===== src/rtl/sp_ram_loader.sv =====
// Streams words over a valid/ready handshake into a single-port RAM in address order,
// with a registered read port that is live in every state.
module sp_ram_loader #(
    parameter int DATA_WIDTH = 8,
    parameter int ADDR_WIDTH = 3
) (
    input  logic                  clk,
    input  logic                  rst_n,
    input  logic                  start,
    input  logic                  in_valid,
    output logic                  in_ready,
    input  logic [DATA_WIDTH-1:0] in_data,
    output logic                  busy,
    output logic                  done,
    output logic [ADDR_WIDTH:0]   count,
    input  logic [ADDR_WIDTH-1:0] rd_addr,
    output logic [DATA_WIDTH-1:0] rd_data
);

    localparam int unsigned DEPTH = 1 << ADDR_WIDTH;

    typedef enum logic [1:0] {
        IDLE = 2'd0,
        LOAD = 2'd1,
        DONE = 2'd2
    } state_t;

    state_t                  state;
    logic [ADDR_WIDTH-1:0]   wr_ptr;
    logic [DATA_WIDTH-1:0]   mem [DEPTH];
    logic                    hs;

    // in_ready is only high in LOAD, so it doubles as the state qualifier here
    always_comb begin
        hs = in_valid & in_ready;
    end

    always_ff @(posedge clk) begin
        if (!rst_n) begin
            state    <= IDLE;
            wr_ptr   <= '0;
            count    <= '0;
            in_ready <= 1'b0;
            busy     <= 1'b0;
            done     <= 1'b0;
        end else begin
            case (state)
                IDLE, DONE: begin
                    if (start) begin
                        state    <= LOAD;
                        wr_ptr   <= '0;
                        count    <= '0;
                        in_ready <= 1'b1;
                        busy     <= 1'b1;
                        done     <= 1'b0;
                    end
                end
                LOAD: begin
                    if (hs) begin
                        wr_ptr <= wr_ptr + 1'b1;
                        count  <= count + 1'b1;
                        if (wr_ptr == '1) begin
                            state    <= DONE;
                            in_ready <= 1'b0;
                            busy     <= 1'b0;
                            done     <= 1'b1;
                        end
                    end
                end
                default: begin
                    state    <= IDLE;
                    in_ready <= 1'b0;
                    busy     <= 1'b0;
                    done     <= 1'b0;
                end
            endcase
        end
    end

    // RAM is never cleared; a write coinciding with reset is suppressed
    always_ff @(posedge clk) begin
        if (rst_n && hs) begin
            mem[wr_ptr] <= in_data;
        end
    end

    always_ff @(posedge clk) begin
        if (!rst_n) begin
            rd_data <= '0;
        end else begin
            rd_data <= mem[rd_addr];
        end
    end

endmodule


===== config.mk =====
export PLATFORM = sky130hd
export DESIGN_NAME = sp_ram_loader
export DESIGN_NICKNAME = d
export VERILOG_FILES = /design/src/rtl/sp_ram_loader.sv
export SDC_FILE = /design/constraint.sdc
export NUM_CORES = 1
export LEC_CHECK = 0
export BUFFER_PORTS_ARGS = -buffer_cell sky130_fd_sc_hd__clkbuf_2
export CELL_PAD_IN_SITES_DETAIL_PLACEMENT = 1
export CELL_PAD_IN_SITES_GLOBAL_PLACEMENT = 1
export CORE_MARGIN = 10
export CORE_UTILIZATION = 45
export DETAILED_ROUTE_END_ITERATION = 16
export GPL_ROUTABILITY_DRIVEN = 0
export PLACE_DENSITY_LB_ADDON = 0.1
export SETUP_SLACK_MARGIN = 0.4
export SLEW_MARGIN = 5
export SYNTH_ARGS = -nofsm -noshare
export SYNTH_HDL_FRONTEND = slang
export SYNTH_SLANG_ARGS = --single-unit

===== constraint.sdc =====
create_clock -name clk -period 1.5 [get_ports clk]
set_input_delay 0.075 -clock clk [delete_from_list [all_inputs] [get_ports clk]]
set_output_delay 0.075 -clock clk [all_outputs]
set_load 0.005 [all_outputs]

==> results.sh <==
export IMPL_outcome="complete, no violations"
export IMPL_whs_endpoint="mem[4][1]"
export IMPL_core_mm2=0.00679
export IMPL_slowest_stage="dfxtp_2"
export IMPL_cp_arrival_ns=1.35
export IMPL_first_global_vias=1939
export IMPL_synth_flop_cell="edfxtp_1"
export IMPL_fin_nets=248
export IMPL_dieArea_mm2=0.0107
export IMPL_ys_ff_latch=82
export IMPL_synth_edff_count=64
export IMPL_h_tree_depth=3
export IMPL_min_path_cells=1
export IMPL_p_per_area_mw_per_mm2=1070
export IMPL_grt_usage_pct=13.7
export IMPL_cp_end_kind="register"
export IMPL_routed_wirelength_um=7300
export IMPL_clock_latency_ns=0.33
export IMPL_finalHoldViolCount=0
export IMPL_die_w_um=104
export IMPL_die_h_um=104
export IMPL_first_iter_violations=71
export IMPL_multi_input_area_um2=931
export IMPL_netlist_instances=172
export IMPL_worst_slew_pin_slew_ns=0.458
export IMPL_ir_worst_vdd_uv=615
export IMPL_holdCritPathClass="in2reg"
export IMPL_vias=1786
export IMPL_antenna_found_initial=0
export IMPL_firstDrtPassIters=4
export IMPL_reg2regPathDepth=4
export IMPL_synthTopCellsByArea="edfxtp_1 (61%), dfxtp_1 (11%), mux4_2 (7.2%)"
export IMPL_port_buffers=29
export IMPL_cts_tree="yes"
export IMPL_slew_viol_final=0
export IMPL_pin_count=30
export IMPL_crit_type="reg2reg"
export IMPL_finClkSkew_ns=0.00625
export IMPL_rrSetupSlack_ns=0.20
export IMPL_rsz0062_at_grt="yes"
export IMPL_crit_path_start_kind="register"
export IMPL_ctsHoldBuffers=0
export IMPL_final_core_util_pct=58.6
export IMPL_setup_tns_ns=0
export IMPL_cts_root_buf="clkbuf_8"
export IMPL_grt_pass1_wl_um=11400
export IMPL_total_power_uw=4250
export IMPL_setup_violations=0
export IMPL_synth_top_cell_area_share_pct=61.2
export IMPL_leakagePower_uw=0.00139
export IMPL_regArea_mm2=0.00231
export IMPL_synth_most_common_cell="edfxtp_1"
export IMPL_via_per_inst=5.40
export IMPL_hold_start="in_data[1]"
export IMPL_worst_path_max_fanout=8
export IMPL_drive_above_1_share_pct=51.5
export IMPL_fin_crit_ns=1.30
export IMPL_cp_cell_sequence="nand4b_1, buf_6, nor3_4, buf_12"
export IMPL_ant_nets=0
export IMPL_grt_max_degree=17
export IMPL_ys_seq_area_share_pct=72.7
export IMPL_synth_common_cells="edfxtp_1 (64), dfxtp_1 (18), mux4_2 (10)"
export IMPL_max_stage_delay_ns=0.35
export IMPL_synth_fp_nets=190
export IMPL_final_cells=331
export IMPL_post_dp_hpwl_um=4750
export IMPL_synth_area_per_cell_um2=18.3
export IMPL_ys_types=34
export IMPL_drc_errors=0
export IMPL_n_fill_cell=613
export IMPL_async_flop_share_pct=0
export IMPL_r2r_end="mem[0][0]"
export IMPL_max_freq_ghz=0.771
export IMPL_dp_cells=300
export IMPL_cts_clk_slew_worst_paths_ns=0.08
export IMPL_clock_sinks=82
export IMPL_netlist_area_mm2=0.00314
export IMPL_cap_violations=0
export IMPL_areaGrowthSynthToFinish_pct=26.9
export IMPL_grt_ovfl_total=0
export IMPL_initial_core_util_pct=46.2
export IMPL_clock_path_buffers=2
export IMPL_max_slew_margin_pct=69.4
export IMPL_r2r_start="wr_ptr[0]"
export IMPL_wl_per_cell_um=22.0
export IMPL_ys_warn_count=0
export IMPL_antenna_cells=0
export IMPL_required_ns=1.55
export IMPL_yosys_area_top_type="edfxtp_1"
export IMPL_cts_buffers=9
export IMPL_period_share_pct=86.5
export IMPL_num_rows=30
worst max-delay path: cells and delay by family, from the launching register on:
kind / cells / cell delay (ns)
buf+inv: 2 / 0.32
flops: 1 / 0.35
simple gates: 2 / 0.35
cell type report:
| cell class | count | share of cell area (%) |
|---|---|---|
| clock buffers | 10 | 3.20 |
| inverters | 3 | 0.283 |
| repair buffers | 55 | 10.7 |
| multi-input cells | 79 | 23.4 |
| well taps | 96 | 3.02 |
| clock inverters | 6 | 1.44 |
| flip-flops and latches | 82 | 58.0 |
registers in the layout, summed over array words and instances (netlist names):
name     count
mem         64
busy         1
rd_data      8
count        4
state        1
wr_ptr       3
done         1
metrics by stage:
stage                     hold WS (ns)  area [µm²]  setup WS, ns
after floorplan                  0.174        3230         0.185
final                           0.0388        3980         0.203
after global routing            0.0438        3980         0.175
after global placement           0.363        3530         0.158
after detailed placement         0.379        3530         0.104
after CTS                       0.0108        3900         0.235
cells by family (layout without fill, tap and decap cells):
group / Yosys count / count (layout) / share of synthesized area (%)
and+or+nand+nor: 37 / 37 / 6.33
AOI/OAI and AO/OA: 23 / 23 / 5.30
DFF: 82 / 82 / 72.7
muxes: 16 / 16 / 12.2
adders and majority gates: 3 / 3 / 1.20
buffers and inverters: 11 / 74 / 2.31
worst max-delay path by stage:
stage / cells past startpoint / start / end / slack [ns]
floorplan: 2 / wr_ptr[0] / mem[6][0] / 0.18
global placement: 3 / wr_ptr[0] / mem[0][7] / 0.16
detailed placement: 3 / wr_ptr[0] / mem[0][5] / 0.10
CTS: 4 / wr_ptr[0] / mem[0][0] / 0.24
global route: 5 / wr_ptr[1] / busy / 0.17
finish: 4 / wr_ptr[0] / mem[0][0] / 0.20
routing by layer:
layer | vias up | GRT usage (%) | wire (µm)
met5 | - | 0 | 0
met4 | 0 | 4.54 | 60
met3 | 9 | 2.48 | 144
met2 | 35 | 21.4 | 3580
met1 | 937 | 18.8 | 3510
li1 | 805 | - | -
placed cells by master, fill, tap and decap left out, types with 2 or more instances in the layout:
cell type and instances:
a21oi_1 3, a21oi_2 5, a22o_1 8, buf_12 3
buf_4 11, buf_6 11, clkbuf_2 29, clkbuf_8 9
clkinv_2 4, dfxtp_1 10, dfxtp_4 7, edfxtp_1 64
ha_1 2, inv_1 2, mux4_2 16, nand2_1 4
nand2_4 2, nand2b_4 5, nand3_1 7, nor2_1 2
nor2_2 3, nor2_4 3, nor3_4 2
repair_timing:
item,in CTS,in global routing
gates cloned,0,0
setup buffers,13,2
setup endpoints to repair,81,82
pin swaps,9,11
resized for setup,24,16
hold endpoints to repair,0,0
power breakdown:
| part | leakage (µW) | internal (µW) | total [µW] | switching, µW |
|---|---|---|---|---|
| registers | 0.000729 | 2460 | 2480 | 14.7 |
| clock network | 0.0000958 | 758 | 1500 | 745 |
| logic | 0.000569 | 125 | 272 | 147 |
| total | 0.00139 | 3340 | 4250 | 906 |
No activity file was read; power rests on OpenSTA's default activity.
